**config.mk**
```make
export PLATFORM = sky130hd
export DESIGN_NAME = mastermind_scorer
export DESIGN_NICKNAME = d
export VERILOG_FILES = /design/src/rtl/mastermind_pkg.sv /design/src/rtl/mastermind_first_match.sv /design/src/rtl/mastermind_scorer.sv
export SDC_FILE = /design/constraint.sdc
export NUM_CORES = 1
export LEC_CHECK = 0
export BUFFER_PORTS_ARGS = -buffer_cell sky130_fd_sc_hd__buf_2
export CAP_MARGIN = 10
export CORE_MARGIN = 8
export CORE_UTILIZATION = 41
export DETAILED_ROUTE_END_ITERATION = 6
export PLACE_DENSITY = 0.66
export SETUP_SLACK_MARGIN = 0.15
export SYNTH_ARGS = -nofsm -noshare
export SYNTH_HDL_FRONTEND = slang
export SYNTH_SLANG_ARGS = --single-unit
export TNS_END_PERCENT = 10
```
**constraint.sdc**
```tcl
create_clock -name clk -period 2.75 [get_ports clk]
set_input_delay 0.4125 -clock clk [delete_from_list [all_inputs] [get_ports clk]]
set_output_delay 0.4125 -clock clk [all_outputs]
set_load 0.02 [all_outputs]
```
**src/rtl/mastermind_pkg.sv**
```systemverilog
`default_nettype none
// ============================================================================
// Module      : mastermind_pkg
// Description : State encoding and sizing helper shared by the Mastermind
//               scorer, the input FSM and the display logic.
// Revision    : 1.0  initial release
// ============================================================================
package mastermind_pkg;

    localparam logic [2:0] S_IDLE   = 3'd0;
    localparam logic [2:0] S_READY  = 3'd1;
    localparam logic [2:0] S_RED    = 3'd2;
    localparam logic [2:0] S_WHITE  = 3'd3;
    localparam logic [2:0] S_REPORT = 3'd4;
    localparam logic [2:0] S_OVER   = 3'd5;

    // Bits needed to hold values 0..value-1 (ceil log2).
    function automatic int clog2_f(input int value);
        int r;
        r = 0;
        for (int i = 0; i < 31; i++) begin
            if ((32'sd1 <<< i) < value) begin
                r = i + 1;
            end
        end
        return r;
    endfunction

endpackage
`default_nettype wire

```
**src/rtl/mastermind_first_match.sv**
```systemverilog
`default_nettype none
// ============================================================================
// Module      : mastermind_first_match
// Description : Finds the lowest code peg of a given colour not yet consumed
//               by an earlier match.
// Revision    : 1.0  initial release
// ============================================================================
module mastermind_first_match #(
    parameter int N_PEGS  = 4,
    parameter int COLOR_W = 3,
    parameter int IDX_W   = 2
) (
    input  logic [COLOR_W-1:0]        colour,
    input  logic [N_PEGS*COLOR_W-1:0] code,
    input  logic [N_PEGS-1:0]         code_match,
    output logic                      found,
    output logic [IDX_W-1:0]          index
);

    // Scan from the top so the lowest qualifying index is the one that sticks.
    always_comb begin
        found = 1'b0;
        index = '0;
        for (int i = N_PEGS - 1; i >= 0; i--) begin
            if (!code_match[i] && (code[i*COLOR_W +: COLOR_W] == colour)) begin
                found = 1'b1;
                index = IDX_W'(i);
            end
        end
    end

endmodule
`default_nettype wire

```
**src/rtl/mastermind_scorer.sv**
```systemverilog
`default_nettype none
// ============================================================================
// Module      : mastermind_scorer
// Description : Sequential Mastermind scoring engine: red pass, then white
//               pass with duplicate-aware matching, then report/game state.
// Revision    : 1.0  initial release
// ============================================================================
module mastermind_scorer
    import mastermind_pkg::*;
#(
    parameter int N_PEGS      = 4,
    parameter int COLOR_W     = 3,
    parameter int MAX_GUESSES = 8,
    localparam int CNT_W      = clog2_f(N_PEGS + 1),
    localparam int GC_W       = clog2_f(MAX_GUESSES + 1)
) (
    input  logic                      clk,
    input  logic                      reset,
    input  logic                      code_load,
    input  logic [N_PEGS*COLOR_W-1:0] code_in,
    input  logic                      guess_valid,
    output logic                      guess_ready,
    input  logic [N_PEGS*COLOR_W-1:0] guess_in,
    output logic                      score_valid,
    output logic [CNT_W-1:0]          red,
    output logic [CNT_W-1:0]          white,
    output logic                      win,
    output logic                      game_over,
    output logic [GC_W-1:0]           guess_count
);

    localparam int IDX_W = clog2_f(N_PEGS);

    logic [2:0]                  r_state;
    logic [2:0]                  w_state_nxt;
    logic [N_PEGS*COLOR_W-1:0]   r_code;
    logic [N_PEGS*COLOR_W-1:0]   r_guess;
    logic [N_PEGS-1:0]           r_code_match;
    logic [N_PEGS-1:0]           r_guess_match;
    logic [IDX_W-1:0]            r_idx;
    logic [CNT_W-1:0]            r_red_cnt;
    logic [CNT_W-1:0]            r_white_cnt;
    logic [CNT_W-1:0]            r_red;
    logic [CNT_W-1:0]            r_white;
    logic                        r_win;
    logic                        r_game_over;
    logic                        r_score_valid;
    logic [GC_W-1:0]             r_guess_count;

    logic                        w_accept;
    logic                        w_last_idx;
    logic                        w_is_win;
    logic                        w_last_guess;
    logic [COLOR_W-1:0]          w_code_peg;
    logic [COLOR_W-1:0]          w_guess_peg;
    logic                        w_found;
    logic [IDX_W-1:0]            w_fidx;

    assign guess_ready  = (r_state == S_READY) && !code_load;
    assign w_accept     = guess_valid && guess_ready;
    assign w_last_idx   = (r_idx == IDX_W'(N_PEGS - 1));
    assign w_is_win     = (r_red_cnt == CNT_W'(N_PEGS));
    assign w_last_guess = (r_guess_count == GC_W'(MAX_GUESSES - 1));

    always_comb begin
        w_code_peg  = '0;
        w_guess_peg = '0;
        for (int i = 0; i < N_PEGS; i++) begin
            if (r_idx == IDX_W'(i)) begin
                w_code_peg  = r_code[i*COLOR_W +: COLOR_W];
                w_guess_peg = r_guess[i*COLOR_W +: COLOR_W];
            end
        end
    end

    mastermind_first_match #(
        .N_PEGS  (N_PEGS),
        .COLOR_W (COLOR_W),
        .IDX_W   (IDX_W)
    ) u_first_match (
        .colour     (w_guess_peg),
        .code       (r_code),
        .code_match (r_code_match),
        .found      (w_found),
        .index      (w_fidx)
    );

    always_comb begin
        w_state_nxt = r_state;
        if (code_load) begin
            w_state_nxt = S_READY;
        end else begin
            case (r_state)
                S_READY:  if (w_accept)   w_state_nxt = S_RED;
                S_RED:    if (w_last_idx) w_state_nxt = S_WHITE;
                S_WHITE:  if (w_last_idx) w_state_nxt = S_REPORT;
                S_REPORT: w_state_nxt = (w_is_win || w_last_guess) ? S_OVER : S_READY;
                S_IDLE:   w_state_nxt = S_IDLE;
                S_OVER:   w_state_nxt = S_OVER;
                default:  w_state_nxt = S_IDLE;
            endcase
        end
    end

    always_ff @(posedge clk or posedge reset) begin
        if (reset) begin
            r_state       <= S_IDLE;
            r_code        <= '0;
            r_guess       <= '0;
            r_code_match  <= '0;
            r_guess_match <= '0;
            r_idx         <= '0;
            r_red_cnt     <= '0;
            r_white_cnt   <= '0;
            r_red         <= '0;
            r_white       <= '0;
            r_win         <= 1'b0;
            r_game_over   <= 1'b0;
            r_score_valid <= 1'b0;
            r_guess_count <= '0;
        end else begin
            r_state       <= w_state_nxt;
            r_score_valid <= 1'b0;
            if (code_load) begin
                // New game: any in-flight scoring is abandoned silently.
                r_code        <= code_in;
                r_code_match  <= '0;
                r_guess_match <= '0;
                r_idx         <= '0;
                r_red_cnt     <= '0;
                r_white_cnt   <= '0;
                r_red         <= '0;
                r_white       <= '0;
                r_win         <= 1'b0;
                r_game_over   <= 1'b0;
                r_guess_count <= '0;
            end else begin
                case (r_state)
                    S_READY: begin
                        if (w_accept) begin
                            r_guess       <= guess_in;
                            r_code_match  <= '0;
                            r_guess_match <= '0;
                            r_idx         <= '0;
                            r_red_cnt     <= '0;
                            r_white_cnt   <= '0;
                        end
                    end
                    S_RED: begin
                        if (w_code_peg == w_guess_peg) begin
                            r_red_cnt            <= r_red_cnt + CNT_W'(1);
                            r_code_match[r_idx]  <= 1'b1;
                            r_guess_match[r_idx] <= 1'b1;
                        end
                        r_idx <= w_last_idx ? '0 : r_idx + IDX_W'(1);
                    end
                    S_WHITE: begin
                        // Exact matches already consumed both pegs in the red pass.
                        if (!r_guess_match[r_idx] && w_found) begin
                            r_white_cnt          <= r_white_cnt + CNT_W'(1);
                            r_code_match[w_fidx] <= 1'b1;
                        end
                        r_idx <= w_last_idx ? '0 : r_idx + IDX_W'(1);
                    end
                    S_REPORT: begin
                        r_red         <= r_red_cnt;
                        r_white       <= r_white_cnt;
                        r_score_valid <= 1'b1;
                        r_guess_count <= r_guess_count + GC_W'(1);
                        r_win         <= w_is_win;
                        r_game_over   <= w_is_win || w_last_guess;
                    end
                    default: ;
                endcase
            end
        end
    end

    assign score_valid = r_score_valid;
    assign red         = r_red;
    assign white       = r_white;
    assign win         = r_win;
    assign game_over   = r_game_over;
    assign guess_count = r_guess_count;

endmodule
`default_nettype wire

```
==> results.md <==
| Step | Result | Reported |
|---|---|---|
| status | Status | finished, violations left |
| status | Violated checks | setup timing |
| synthesis | Library cell occupying the most area in the post-synthesis netlist | sky130_fd_sc_hd__dfrtp_1 |
| grt | Global router's overall resource usage | 0.146 |
| clock tree | Clock transition at the registers of the reported paths | 0.10 ns |
| clock tree | Number of buffers on the longest clock path | 2 |
| critical path | Critical Path Most Common Cell | sky130_fd_sc_hd__a211oi_4 |
| synthesis | Most frequent cell after synthesis | sky130_fd_sc_hd__dfrtp_1 |
| final layout | Final nets | 397 |
| floorplanning | Vert. Die Dim | 102 µm |
| grt | Pin count of the biggest net entering global routing | 28 |
| critical path | Biggest fanout along the worst timing path | 10 |
| placed design | Number of buffer cells added on primary ports | 41 |
| floorplanning | Horizontal die dimension | 102 µm |
| clock tree | Clock tree from TritonCTS | yes |
| placed design | Placed instance area | 0.00354 mm² |
| synthesis | Total nets after synthesis | 332 |
| clock tree | Worst-Skew Late Latency | 0.31 ns |
| timing | Post-layout min period | 2.84 ns |
| hold path | Worst hold-check path type | primary input to async pin |
| drt | Sum of routed wire length over all layers | 7110 µm |
| clock tree | Total clock buffers created by CTS | 5 |
| grt | Via count of the first global-routing pass | 2557 |
| critical path | Element type at the critical path start | register |
| timing | RSZ-0062 raised after global routing | yes |
| timing | Worst clock skew on the final layout | 0.00959 ns |
| final layout | Final cell area excluding filler cells | 0.00378 mm² |
| power and ir drop | Highest ir drop seen on vdd | 0.000400 V |
| synthesis | Post-Synthesis Cell Area | 0.00304 mm² |
| critical path | Data arrival time of the critical path | 3.08 ns |
| synthesis | Distinct cell type count of the synthesized netlist | 53 |
| clock tree | Hold-fix buffer count after cts | 0 |
| clock tree | Sink count of the clock tree | 56 |
| drt | Number of optimization iterations in the first detailed-route pass | 4 |
| clock tree | CTS H-tree depth | 2 |
| critical path | Cell family with most CP delay | compound AO/OA/AOI/OAI gates |
| synthesis | Ys Warns | 0 |
| synthesis | Post-synth top cells | sky130_fd_sc_hd__dfrtp_1 (56), sky130_fd_sc_hd__nand2_1 (31), sky130_fd_sc_hd__nor2_1 (19) |
| synthesis | Cell types occupying the most area after synthesis | sky130_fd_sc_hd__dfrtp_1 (46%), sky130_fd_sc_hd__mux2_2 (5.2%), sky130_fd_sc_hd__ha_1 (4.1%) |
| drt | Residual DRC count | 0 |
| floorplanning | Die footprint | 0.0104 mm² |
| drt | Vias | 2433 |
| timing | Max Clk Rate | 353 MHz |
| floorplanning | Ports placed on the boundary | 42 |
| critical path | Highest cell delay on the worst timing path | 0.56 ns |
| timing | Post-layout worst setup margin | -0.0863 ns |
| clock tree | Root buffer cell | sky130_fd_sc_hd__clkbuf_8 |
| synthesis | Count of flip-flops with a built-in enable after synthesis | 0 |
| power and ir drop | Leakage power summed over all cells | 1.67 nW |
| final layout | Final core occ | 0.524 |
| critical path | Kind of capture point of the worst setup path | register |
| timing | Worst Hold Slack | 0.143 ns |
| drt | Antenna-violating nets left | 0 |
| placed design | HPWL after DPL | 5370 µm |
| placed design | Placer Congestion | 0.897 |
| synthesis | Share of synthesized area occupied by flip-flops and latches | 0.461 |
| drt | Vias per Instance | 5.30 |
| grt | Antenna violations before repair | 0 |
| critical path | Crit Path Class | register to register |
| timing | Count of final setup violators | 5 |
| synthesis | Async set or reset register ratio after synthesis | 1.00 |
| floorplanning | Row count | 31 |
| floorplanning | Core area | 0.00721 mm² |
| grt | Grt total ovfl | 0 |
| timing | Fin crit share | 1.03 |
| drt | Iteration-0 DRC count of the detailed router | 62 |
| grt | First-pass GRT wire length | 12100 µm |
| final layout | Synth-to-layout area growth | 24.3% |
| timing | Transition time at the pin with the least slew margin | 0.795 ns |
| drt | Wirelength per Cell | 15.5 µm |
| timing | Max-slew violation total from the final report | 0 |
| critical path | List of cells traversed by the critical path | buf_4 > ha_4 > buf_4 > a211oi_4 > a211oi_4 > buf_6 > xor2_1 > or4_4 > a41o_1 > a211oi_4 > a22o_1 |
| synthesis | Total of flip-flops plus latches after synthesis | 56 |
| critical path | Crit path buf inv count | 3 |
| critical path | Startpoint of the most critical register-to-register path | r_idx[0] |
| critical path | Timing startpoint of the critical path | r_idx[0] |
| job | Max-cap violation count | 0 |
| synthesis | Mean post-synth cell area | 10.4 µm² |
| synthesis | Post-synth top flop | sky130_fd_sc_hd__dfrtp_1 |
| power and ir drop | Pwr per Cell Area | 688 mW/mm² |
| timing | Max-slew headroom | 0.470 |
| synthesis | Yosys top cell area share | 0.461 |
| synthesis | Post-synthesis cell count | 294 |
| critical path | Required @ worst endpoint | 3.00 ns |
| timing | Final hold violations | 0 |
| timing | Setup TNS after final layout | -0.371 ns |
| final layout | ANT cells | 0 |
| final layout | Fraction of layout instances using a drive strength above 1 | 0.328 |
| critical path | Cell with the biggest individual delay on the critical path | sky130_fd_sc_hd__or4_4 |
| floorplanning | Initial cell density of the core | 0.422 |
## metal layers
layer	GRT usage	share of wire	wire length (µm)
met5	0	0	0
met3	0.0381	0.059	421
met1	0.177	0.44	3110
met2	0.236	0.47	3370
met4	0.0700	0.029	209
## kinds of logic (layout without fill, tap and decap cells)
kind of cell,count (synthesis),after routing,share of synthesized area
AO/OA/AOI/OAI,71,71,0.169
XOR/XNOR,18,18,0.0518
adder cells (fa/ha/maj),10,10,0.0411
buffers and inverters,29,95,0.0391
flip-flops,56,56,0.461
multiplexers,24,24,0.0925
AND/OR/NAND/NOR,86,86,0.146
## timing repair
action,CTS,global route
endpoints found under the hold margin,0,0
setup buffers,3,1
cloned,0,0
setup endpoints to repair,9,13
pin swaps,12,13
gates resized for setup,14,8
## worst paths after layout
kind                                     to  slack [ns]  cells past startpoint
min reg2reg                r_guess_match[3]        0.50                      1
max in group asynchronous         r_code[8]        1.99                      3
min in group clk                 r_guess[3]        0.31                      2
max                         r_code_match[1]       -0.09                     11
min                              r_state[0]        0.14                      2
max reg2reg                 r_code_match[1]       -0.09                     11
## registers in the layout, indices dropped and copies added (netlist names)
| register | cells |
|---|---|
| win | 1 |
| red | 3 |
| r_red_cnt | 3 |
| r_code_match | 4 |
| r_state | 3 |
| r_guess_match | 4 |
| r_code | 12 |
| r_white_cnt | 3 |
| white | 3 |
| guess_count | 4 |
| game_over | 1 |
| r_idx | 2 |
| r_guess | 12 |
| score_valid | 1 |
## cells in the final DEF (no fill, tap or decap), types with 3 or more instances in the layout
| master | instances |
|---|---|
| sky130_fd_sc_hd__buf_4 | 27 |
| sky130_fd_sc_hd__nor3b_1 | 5 |
| sky130_fd_sc_hd__ha_4 | 4 |
| sky130_fd_sc_hd__mux2_2 | 14 |
| sky130_fd_sc_hd__o21ai_0 | 5 |
| sky130_fd_sc_hd__nand3_1 | 6 |
| sky130_fd_sc_hd__inv_1 | 9 |
| sky130_fd_sc_hd__xnor2_1 | 7 |
| sky130_fd_sc_hd__a211oi_4 | 5 |
| sky130_fd_sc_hd__dfrtp_1 | 55 |
| sky130_fd_sc_hd__o21ai_1 | 5 |
| sky130_fd_sc_hd__xor2_1 | 10 |
| sky130_fd_sc_hd__a22o_1 | 4 |
| sky130_fd_sc_hd__a22oi_1 | 3 |
| sky130_fd_sc_hd__or4_4 | 3 |
| sky130_fd_sc_hd__mux2_1 | 9 |
| sky130_fd_sc_hd__buf_6 | 3 |
| sky130_fd_sc_hd__nand2_1 | 31 |
| sky130_fd_sc_hd__nor2b_1 | 4 |
| sky130_fd_sc_hd__o22ai_1 | 3 |
| sky130_fd_sc_hd__o31ai_1 | 4 |
| sky130_fd_sc_hd__a21oi_1 | 17 |
| sky130_fd_sc_hd__inv_2 | 4 |
| sky130_fd_sc_hd__a211oi_1 | 3 |
| sky130_fd_sc_hd__clkbuf_8 | 6 |
| sky130_fd_sc_hd__o21a_1 | 4 |
| sky130_fd_sc_hd__nor3_1 | 3 |
| sky130_fd_sc_hd__buf_2 | 41 |
| sky130_fd_sc_hd__ha_1 | 6 |
| sky130_fd_sc_hd__nor2_1 | 19 |
## where the power goes
group | leakage [nW] | switching [mW] | internal (mW) | total [mW]
Combinational | 0.909 | 0.526 | 0.573 | 1.10
Sequential | 0.720 | 0.105 | 0.936 | 1.04
Clock | 0.0455 | 0.256 | 0.206 | 0.462
## through the flow
step                      power, mW  setup slack (ns)  instances
after floorplan                1.69           -0.0393        294
after global placement         1.97           -0.0553        447
after detailed placement       2.00           -0.0988        447
after CTS                      2.52           -0.0765        458
after global routing           2.77            -0.184        459
final                          2.60           -0.0863        459
## cell type report
| type | count | area, µm² |
|---|---|---|
| Sequential cell | 56 | 1400 |
| Tap cell | 99 | 124 |
| Timing Repair Buffer | 72 | 462 |
| Inverter | 15 | 58.8 |
| Fill cell | 679 | 3430 |
| Multi-Input combinational cell | 209 | 1650 |
| Clock buffer | 8 | 90.1 |
Power figures use the tool's default switching activity.
